$ cat config.mk
export PLATFORM = sky130hd
export DESIGN_NAME = lifo_stack_flat
export DESIGN_NICKNAME = d
export VERILOG_FILES = /design/src/rtl/lifo_stack_pkg.sv /design/src/rtl/lifo_stack_if.sv /design/src/rtl/lifo_stack_mem.sv /design/src/rtl/lifo_stack.sv /design/src/flat_wrapper.sv
export SDC_FILE = /design/constraint.sdc
export NUM_CORES = 1
export LEC_CHECK = 0
export CORE_MARGIN = 2
export CORE_UTILIZATION = 60
export CTS_BUF_LIST = sky130_fd_sc_hd__clkbuf_2 sky130_fd_sc_hd__clkbuf_4 sky130_fd_sc_hd__clkbuf_8
export DETAILED_ROUTE_END_ITERATION = 16
export PLACE_DENSITY = 0.82
export SETUP_SLACK_MARGIN = 0.15
export SYNTH_ARGS = -nofsm -noshare
export SYNTH_HDL_FRONTEND = slang
export SYNTH_SLANG_ARGS = --single-unit
$ cat constraint.sdc
create_clock -name in_clk -period 3.4 [get_ports in_clk]
set_clock_uncertainty 0.05 [all_clocks]
set_input_delay 1.02 -clock in_clk [delete_from_list [all_inputs] [get_ports in_clk]]
set_output_delay 1.02 -clock in_clk [all_outputs]
set_load 0.02 [all_outputs]
$ cat src/rtl/lifo_stack_pkg.sv
// Shared types for the LIFO stack: command encoding, FSM states and default geometry.
package lifo_pkg;

    localparam int LIFO_ADDR_BITS_DEF = 3;
    localparam int LIFO_WORD_BITS_DEF = 8;

    typedef enum logic [1:0] {
        NOP     = 2'b00,
        PUSH    = 2'b01,
        POP     = 2'b10,
        REPLACE = 2'b11
    } t_lifo_cmd;

    typedef enum logic [2:0] {
        Idle,
        Push,
        Pop,
        Replace,
        Refresh
    } t_lifo_state;

endpackage

$ cat src/rtl/lifo_stack_if.sv
// Command/status bundle between a stack user (master) and lifo_stack (slave).
interface lifo_stack_if #(
    parameter int ADDR_BITS = 3,
    parameter int WORD_BITS = 8
);
    logic [1:0]           in_cmd;
    logic [WORD_BITS-1:0] in_data;
    logic [WORD_BITS-1:0] out_top;
    logic [ADDR_BITS:0]   out_count;
    logic                 out_empty;
    logic                 out_full;
    logic                 out_ready;
    logic                 out_err;

    modport master (
        output in_cmd, in_data,
        input  out_top, out_count, out_empty, out_full, out_ready, out_err
    );

    modport slave (
        input  in_cmd, in_data,
        output out_top, out_count, out_empty, out_full, out_ready, out_err
    );
endinterface

$ cat src/rtl/lifo_stack_mem.sv
// Stack storage: synchronous write port, asynchronous read port.
module stack_mem #(
    parameter int ADDR_BITS = 3,
    parameter int WORD_BITS = 8
) (
    input  logic                 in_clk,
    input  logic                 in_we,
    input  logic [ADDR_BITS-1:0] in_waddr,
    input  logic [WORD_BITS-1:0] in_wdata,
    input  logic [ADDR_BITS-1:0] in_raddr,
    output logic [WORD_BITS-1:0] out_rdata
);
    localparam int DEPTH = 2**ADDR_BITS;

    logic [WORD_BITS-1:0] r_mem [DEPTH];

    // NOTE: storage has no reset; a word is only ever read after a push wrote it,
    // and leaving it out lets the array map onto plain RAM/register-file cells.
    always_ff @(posedge in_clk) begin
        if (in_we) begin
            r_mem[in_waddr] <= in_wdata;
        end
    end

    assign out_rdata = r_mem[in_raddr];

endmodule

$ cat src/rtl/lifo_stack.sv
// LIFO stack with ready handshake, registered top word and replace-top command.
// Define LIFO_STACK_ERR_EN to build the sticky illegal-command flag.
module lifo_stack
    import lifo_pkg::*;
#(
    parameter int ADDR_BITS = LIFO_ADDR_BITS_DEF,
    parameter int WORD_BITS = LIFO_WORD_BITS_DEF
) (
    input  logic         in_clk,
    input  logic         in_rst,
    lifo_stack_if.slave  bus
);
    localparam int                 DEPTH   = 2**ADDR_BITS;
    localparam logic [ADDR_BITS:0] C_ONE   = 1;
    localparam logic [ADDR_BITS:0] C_FULL  = DEPTH[ADDR_BITS:0];

    t_lifo_state          r_state;
    logic [ADDR_BITS:0]   r_count;
    logic [WORD_BITS-1:0] r_buf;
    logic [WORD_BITS-1:0] r_top;

    t_lifo_state          w_state_next;
    logic [ADDR_BITS:0]   w_count_next;
    logic [ADDR_BITS:0]   w_count_m1;
    logic [WORD_BITS-1:0] w_buf_next;
    logic [WORD_BITS-1:0] w_top_next;
    logic                 w_we;
    logic [ADDR_BITS-1:0] w_waddr;
    logic [WORD_BITS-1:0] w_rdata;
    logic                 w_empty;
    logic                 w_full;

    assign w_empty    = (r_count == '0);
    assign w_full     = (r_count == C_FULL);
    assign w_count_m1 = r_count - C_ONE;

    // Reset must squash a write scheduled by the Push/Replace state on the same edge.
    stack_mem #(
        .ADDR_BITS (ADDR_BITS),
        .WORD_BITS (WORD_BITS)
    ) u_mem (
        .in_clk    (in_clk),
        .in_we     (w_we && !in_rst),
        .in_waddr  (w_waddr),
        .in_wdata  (r_buf),
        .in_raddr  (w_count_m1[ADDR_BITS-1:0]),
        .out_rdata (w_rdata)
    );

    // NOTE: every signal gets a default before the case so no path leaves one
    // unassigned, which would otherwise infer a latch.
    always_comb begin
        w_state_next = r_state;
        w_count_next = r_count;
        w_buf_next   = r_buf;
        w_top_next   = r_top;
        w_we         = 1'b0;
        w_waddr      = r_count[ADDR_BITS-1:0];
        case (r_state)
            Idle: begin
                case (t_lifo_cmd'(bus.in_cmd))
                    PUSH: if (!w_full) begin
                        w_buf_next   = bus.in_data;
                        w_state_next = Push;
                    end
                    POP: if (!w_empty) begin
                        w_state_next = Pop;
                    end
                    REPLACE: if (!w_empty) begin
                        w_buf_next   = bus.in_data;
                        w_state_next = Replace;
                    end
                    NOP: ;
                endcase
            end
            Push: begin
                w_we         = 1'b1;
                w_count_next = r_count + C_ONE;
                w_top_next   = r_buf;
                w_state_next = Idle;
            end
            Replace: begin
                w_we         = 1'b1;
                w_waddr      = w_count_m1[ADDR_BITS-1:0];
                w_top_next   = r_buf;
                w_state_next = Idle;
            end
            Pop: begin
                w_count_next = w_count_m1;
                if (w_count_m1 == '0) begin
                    w_top_next   = '0;
                    w_state_next = Idle;
                end else begin
                    w_state_next = Refresh;
                end
            end
            Refresh: begin
                // count already points past the new top, so count-1 addresses it
                w_top_next   = w_rdata;
                w_state_next = Idle;
            end
            default: w_state_next = Idle;
        endcase
    end

    // NOTE: sequential state uses non-blocking assignments so every register
    // samples the pre-edge values regardless of statement order.
    always_ff @(posedge in_clk) begin
        if (in_rst) begin
            r_state <= Idle;
            r_count <= '0;
            r_buf   <= '0;
            r_top   <= '0;
        end else begin
            r_state <= w_state_next;
            r_count <= w_count_next;
            r_buf   <= w_buf_next;
            r_top   <= w_top_next;
        end
    end

`ifdef LIFO_STACK_ERR_EN
    logic r_err;
    logic w_illegal;

    assign w_illegal = (r_state == Idle) &&
                       (((bus.in_cmd == PUSH)    && w_full)  ||
                        ((bus.in_cmd == POP)     && w_empty) ||
                        ((bus.in_cmd == REPLACE) && w_empty));

    always_ff @(posedge in_clk) begin
        if (in_rst) begin
            r_err <= 1'b0;
        end else if (w_illegal) begin
            r_err <= 1'b1;
        end
    end

    assign bus.out_err = r_err;
`else
    assign bus.out_err = 1'b0;
`endif

    assign bus.out_top   = r_top;
    assign bus.out_count = r_count;
    assign bus.out_empty = w_empty;
    assign bus.out_full  = w_full;
    assign bus.out_ready = (r_state == Idle);

endmodule

$ cat src/flat_wrapper.sv
// flat-port wrapper written by rule: the top's interface ports become plain ports
module lifo_stack_flat import lifo_pkg::*;
#(
    parameter int ADDR_BITS = LIFO_ADDR_BITS_DEF,
    parameter int WORD_BITS = LIFO_WORD_BITS_DEF
)
  (in_clk, in_rst, bus_in_cmd, bus_in_data, bus_out_top, bus_out_count, bus_out_empty, bus_out_full, bus_out_ready, bus_out_err);
  lifo_stack_if #(.ADDR_BITS(ADDR_BITS), .WORD_BITS(WORD_BITS)) bus_i ();
  input  logic in_clk;
  input  logic in_rst;
  input wire logic [$bits(bus_i.in_cmd)-1:0] bus_in_cmd;
  input wire logic [$bits(bus_i.in_data)-1:0] bus_in_data;
  output wire logic [$bits(bus_i.out_top)-1:0] bus_out_top;
  output wire logic [$bits(bus_i.out_count)-1:0] bus_out_count;
  output wire logic [$bits(bus_i.out_empty)-1:0] bus_out_empty;
  output wire logic [$bits(bus_i.out_full)-1:0] bus_out_full;
  output wire logic [$bits(bus_i.out_ready)-1:0] bus_out_ready;
  output wire logic [$bits(bus_i.out_err)-1:0] bus_out_err;
  assign bus_i.in_cmd = bus_in_cmd;
  assign bus_i.in_data = bus_in_data;
  assign bus_out_top = bus_i.out_top;
  assign bus_out_count = bus_i.out_count;
  assign bus_out_empty = bus_i.out_empty;
  assign bus_out_full = bus_i.out_full;
  assign bus_out_ready = bus_i.out_ready;
  assign bus_out_err = bus_i.out_err;
  lifo_stack #(.ADDR_BITS(ADDR_BITS), .WORD_BITS(WORD_BITS)) u_core (.in_clk(in_clk), .in_rst(in_rst), .bus(bus_i));
endmodule
==> flow_summary.yaml, run 1 <==
outcome:
  status: "finished, final reports clean"
die:
  fp.dieH_um: 82.51
  fp.dieW_um: 82.51
  core_area_sq_um: 5956
  num_rows: 28
  initial_core_util_pct: 62.10
  ios: 28
  die_area_sq_um: 6808
clocking:
  cts_setup_buffers: 0
  clk_pin_slew_ps: 80
  postCtsHoldBufs: 0
  numCtsBuffers: 9
  clkLatencyLatePin_ps: 350
  clkSinkCount: 87
  cts.path.max_buffers: 2
  cts_root_buf: "clkbuf_8"
  cts_tree: "yes"
  ctsHtreeMaxLevel: 3
placed_design:
  place_congestion: 0.8706
  dp_cells: 344
  hpwl_um: 4629
  io_buffers: 26
logic_synthesis:
  synth_area_leader_cell: "edfxtp_1"
  syn-num-nets: 264
  synthTopCellsByArea: "edfxtp_1 52%, dfxtp_1 12%, mux4_2 9.7%"
  ys_seq_area_share_pct: 64.41
  synthCells: 249
  syn-cell-area_sq_um: 3699
  syn_area_per_cell_sq_um: 14.85
  synth_edf_count: 64
  ys_warn_count: 0
  async_flop_share_pct: 0
  synth_ff_type: "edfxtp_1"
  yosys.area.top_type_share_pct: 51.96
  yosys-top-cells-count: "64 x edfxtp_1, 24 x nor2_1, 23 x dfxtp_1"
  ys_ff_latch: 87
  synth.most_common_cell: "edfxtp_1"
  synth_cell_types: 41
layout:
  final_cells: 360
  diodes: 0
  final_nets: 295
  area_growth_pct: 14.04
  drive_gt1_share_pct: 17.19
worst_setup_path:
  required_ps: 2330
  arrival_ps: 1950
  crit_fanout: 19
  critPathSlowestCell: "clkdlybuf4s50_1"
  cp-end-kind: "output pin"
  crit_chain: "or3_4, inv_1, clkdlybuf4s50_1"
  path_delay_family: "buffers and inverters"
  crit_type: "flip-flop to output pin"
  start_kind: "flip-flop"
  max_stage_delay_ps: 600
  crit_buf_inv: 2
drt:
  wl_met1_um: 3243
  drc: 0
  initialDrtViolationCount: 296
  wl_met2_um: 3446
  wl_per_cell_um: 19.98
  highest_layer: "met4"
  wl_um: 7192
  ant_nets: 0
  vias: 2199
  drt-vias-per-instance: 6.108
  route.met3.wl_um: 374
  first_pass_iters: 5
timing:
  fmax_mhz: 330.6
  min_period_over_period_pct: 88.96
  finalSetupViolations: 0
  finalSetupTns_ps: 0
  rsz0062_at_grt: "no"
  worstMarginPinSlew_ps: 640.8
  slew_headroom_pct: 57.22
  slew_viol_final: 0
  period_minus_slack_ps: 3025
  hold_viol: 0
flow_run:
  drv_cap: 0
pwr:
  sw_frac_of_total_pct: 32.88
  pwr-share-seq_pct: 44.9
  power_frac_clock_pct: 21.5
  intPower_w: 0.002067
  total_power_w: 0.003079
  ir_worst_vdd_uv: 402.6
  power.density_nw_per_um2: 730.0
  switching_power_w: 0.001012
  p_leak_nw: 1.426
  combPwrFrac_pct: 33.6
worst_hold_path:
  min_path_type: "flip-flop to flip-flop"
grt:
  grt_max_degree: 27
  grt_first_pass_wirelength_um: 11110
  antenna_found_initial: 0
  grtUsageTotal_pct: 23.42
  grt_pass1_vias: 2116
  grt-ovfl-total: 0
[registers in the layout, indices dropped and copies added (netlist names)]
name and cells:
u_core.u_mem.r_mem 64, u_core.bus.out_top 8, u_core.r_buf 8, u_core.bus.out_count 4
u_core.r_state 3
[power groups by stage]
stage / logic, W / clock network, W / registers, W
final: 0.00103 / 0.000662 / 0.00138
after global routing: 0.00112 / 0.000712 / 0.00140
after detailed placement: 0.00103 / 0 / 0.00140
after global placement: 0.00101 / 0 / 0.00139
after floorplan: 0.000754 / 0 / 0.00139
after CTS: 0.00104 / 0.000671 / 0.00138
[per-stage QoR]
| step | hold slack (ps) | setup slack (ps) | instance area (sq um) | utilization (%) |
|---|---|---|---|---|
| 6_report | 547.6 | 375.3 | 4218 | 70.82 |
| 5_1_grt | 564.8 | 305.6 | 4218 | 70.82 |
| 2_1_floorplan | 482.3 | 940.4 | 3699 | - |
| 3_3_place_gp | 522.5 | 694.2 | 4025 | 67.58 |
| 3_5_place_dp | 531.0 | 576.3 | 4025 | 67.58 |
| 4_1_cts | 545.0 | 193.4 | 4210 | 70.69 |
[kinds of logic (layout without fill, tap and decap cells)]
logic type / after synthesis / in the layout / synth area share [%]
flip-flops: 87 / 87 / 64.41
AND/OR/NAND/NOR: 72 / 72 / 10.56
AO/OA/AOI/OAI: 34 / 34 / 6.969
multiplexers: 24 / 24 / 11.91
buffers and inverters: 21 / 57 / 3.383
XOR/XNOR: 7 / 7 / 1.658
adder cells (fa/ha/maj): 3 / 3 / 1.015
other: 1 / 1 / 0.1014
[layout by cell type, fill, tap and decap left out, drive strengths merged, types with 6 or more instances in the layout]
cell,n
edfxtp,64
buf,11
clkdlybuf4s50,24
nor3,13
mux2i,8
nand2b,11
dfxtp,23
clkbuf,13
nor2,24
a32oi,9
mux4,16
a21oi,6
a311oi,8
o21ai,8
[final timing paths]
kind | from | to | slack [ps] | cells past startpoint
setup / recovery | u_core.r_state[1]$_SDFFE_PP0P_ | bus_out_ready | 380 | 3
hold / removal | u_core.r_buf[0]$_SDFFE_PP0P_ | u_core.u_mem.r_mem[1][0]$_DFFE_PP_ | 550 | 0
setup reg to reg | u_core.bus.out_count[1]$_SDFFE_PP0P_ | u_core.bus.out_top[6]$_SDFFE_PP0P_ | 1040 | 5
hold reg to reg | u_core.r_buf[0]$_SDFFE_PP0P_ | u_core.u_mem.r_mem[1][0]$_DFFE_PP_ | 550 | 0
[timing repair]
item                                   in CTS  in global routing
endpoints found under the hold margin       0                  0
gates resized for setup                     0                  3
setup endpoints to repair                   0                  2
[cell type report]
class | instances | area (sq um)
multi-input combinational | 141 | 1194
clock inverter | 3 | 18.77
inverter | 4 | 15.01
tap | 75 | 93.84
fill | 402 | 1738
clock buffer | 13 | 166.4
sequential | 87 | 2382
timing repair buffer | 37 | 347.8
[layer usage]
metal / vias to the layer above / global-route usage (%)
li1: 1017 / -
met4: 0 / 7.705
met3: 12 / 5.217
met5: - / 0
met1: 1086 / 32.98
met2: 84 / 36.69
No activity file was read; power rests on OpenSTA's default activity.
==> run 2, diff against run 1 <==
CORE_UTILIZATION = 39   (was 60)
CTS_CLUSTER_DIAMETER = 150   (was not set)
PLACE_DENSITY = 0.57   (was 0.82)
==> flow_summary.yaml, run 2 (synthesized netlist as in run 1, its figures left out) <==
clocking:
  clk_pin_slew_ps: 90
  ctsHtreeMaxLevel: 3
  postCtsHoldBufs: 0
  cts.path.max_buffers: 2
  cts_root_buf: "clkbuf_8"
  clkLatencyLatePin_ps: 350
  cts_setup_buffers: 0
  cts_tree: "yes"
  clkSinkCount: 87
  numCtsBuffers: 9
timing:
  period_minus_slack_ps: 3096
  slew_headroom_pct: 58.42
  min_period_over_period_pct: 91.06
  rsz0062_at_grt: "no"
  worstMarginPinSlew_ps: 622.9
  fmax_mhz: 323.0
  finalSetupViolations: 0
  slew_viol_final: 0
  finalSetupTns_ps: 0
  hold_viol: 0
die:
  fp.dieH_um: 101.4
  fp.dieW_um: 101.4
  initial_core_util_pct: 40.03
  core_area_sq_um: 9240
  ios: 28
  die_area_sq_um: 10280
  num_rows: 35
worst_setup_path:
  crit_buf_inv: 2
  crit_fanout: 8
  cp-startpoint: "u_core.bus.out_count[1]$_SDFFE_PP0P_"
  max_stage_delay_ps: 620
  start_kind: "flip-flop"
  critPathSlowestCell: "clkdlybuf4s50_1"
  crit_type: "flip-flop to output pin"
  crit_chain: "inv_1, ha_2, nand2b_1, nor2_1, clkdlybuf4s50_1"
  arrival_ps: 2030
  r2r_start: "u_core.bus.out_count[0]$_SDFFE_PP0P_"
  path_delay_family: "buffers and inverters"
  cp-end-kind: "output pin"
  required_ps: 2330
layout:
  final_cells: 414
  largest_reg_flops: 64
  most-common-layout-cells: "64 x edfxtp_1, 26 x clkdlybuf4s50_1, 24 x nor2_1"
  drive_gt1_share_pct: 17.19
  layout.cells.most_common: "edfxtp_1"
  diodes: 0
  top_register: "u_core.u_mem.r_mem"
  final_nets: 295
  area_growth_pct: 16.51
drt:
  first_pass_iters: 4
  wl_per_cell_um: 17.55
  ant_nets: 0
  drc: 0
  vias: 2130
  initialDrtViolationCount: 105
  drt-vias-per-instance: 5.145
  wl_um: 7264
grt:
  grt_pass1_vias: 2012
  grt-ovfl-total: 0
  grt_first_pass_wirelength_um: 11230
  grt_max_degree: 27
  grtUsageTotal_pct: 14.97
  met3_usage_pct: 2.692
  antenna_found_initial: 0
  use_met1_pct: 21.45
  met2_usage_pct: 22.62
  grt-busiest-layer: "met2"
outcome:
  status: "finished, final reports clean"
placed_design:
  dp_cells: 398
  io_buffers: 26
  hpwl_um: 4654
  place_congestion: 0.8150
worst_hold_path:
  min_path_type: "flip-flop to flip-flop"
  hold_path.startpoint: "u_core.bus.out_top[1]$_SDFFE_PP0P_"
pwr:
  p_leak_nw: 1.416
  power_frac_clock_pct: 23.8
  switching_power_w: 0.001043
  power.density_nw_per_um2: 733.7
  intPower_w: 0.002118
  sw_frac_of_total_pct: 32.99
  ir_worst_vdd_uv: 259.5
  pwr-share-seq_pct: 43.6
  combPwrFrac_pct: 32.6
flow_run:
  drv_cap: 0
## run 2: changes by cell type in the layout (fill, tap and decap cells not counted), sizes merged
cell           before  now
clkbuf             13   10
inv                 5    6
clkdlybuf4s50      24   26
bufinv              0    1
dlymetal6s2s        2    0
clkinvlp            1    0
clkinv              1    3
## run 2: worst paths after layout
| check | end | slack, ps | cells past startpoint |
|---|---|---|---|
| hold / removal | u_core.bus.out_top[1]$_SDFFE_PP0P_ | 550 | 2 |
| setup / recovery | bus_out_empty | 300 | 5 |
| hold reg to reg | u_core.bus.out_top[1]$_SDFFE_PP0P_ | 550 | 2 |
| setup reg to reg | u_core.bus.out_top[6]$_SDFFE_PP0P_ | 1010 | 6 |
## run 2: cell type report
type | count | area (sq um)
Clock inverter | 6 | 76.32
Sequential cell | 87 | 2382
Inverter | 4 | 15.01
Clock buffer | 10 | 137.6
Timing Repair Buffer | 37 | 342.8
Fill cell | 816 | 4931
Multi-Input combinational cell | 141 | 1194
Tap cell | 129 | 161.4
## run 2: metrics by stage
step	total power, W	utilization [%]	setup WS, ps	cell area, sq um	hold slack [ps]
after floorplan	0.002147	-	940.4	3699	482.3
after global placement	0.002435	44.29	681.7	4093	535.6
after detailed placement	0.002442	44.29	636.2	4093	539.9
after CTS	0.003196	46.61	232.0	4307	553.6
after global routing	0.003332	46.64	193.3	4309	579.4
final	0.003162	46.64	304.1	4309	547.4
## run 2: worst reg2reg max path, delay by kind of cell, from the launching register on
kind / cells / cell delay, ps
AO/OA/AOI/OAI: 2 / 660
AND/OR/NAND/NOR: 2 / 540
buffers and inverters: 1 / 410
flip-flops: 1 / 330
adder cells (fa/ha/maj): 1 / 270
## run 2: what timing repair did
item / CTS / global route
gates resized for setup: 0 / 1
endpoints found under the hold margin: 0 / 0
endpoints found under the setup margin: 0 / 1
## run 2: layer usage
metal  up-vias  part of all wire (%)
met5         -                     0
met3         7                   2.9
met2        40                    47
met1      1068                    49
met4         0                   1.4
li1       1015                     -
## run 2: power by group through the flow
| stage | sequential (W) | clock, W | combinational, W |
|---|---|---|---|
| 3_3_place_gp | 0.00140 | 0 | 0.00104 |
| 5_1_grt | 0.00139 | 0.000816 | 0.00112 |
| 2_1_floorplan | 0.00139 | 0 | 0.000754 |
| 3_5_place_dp | 0.00140 | 0 | 0.00104 |
| 6_report | 0.00138 | 0.000754 | 0.00103 |
| 4_1_cts | 0.00138 | 0.000775 | 0.00104 |
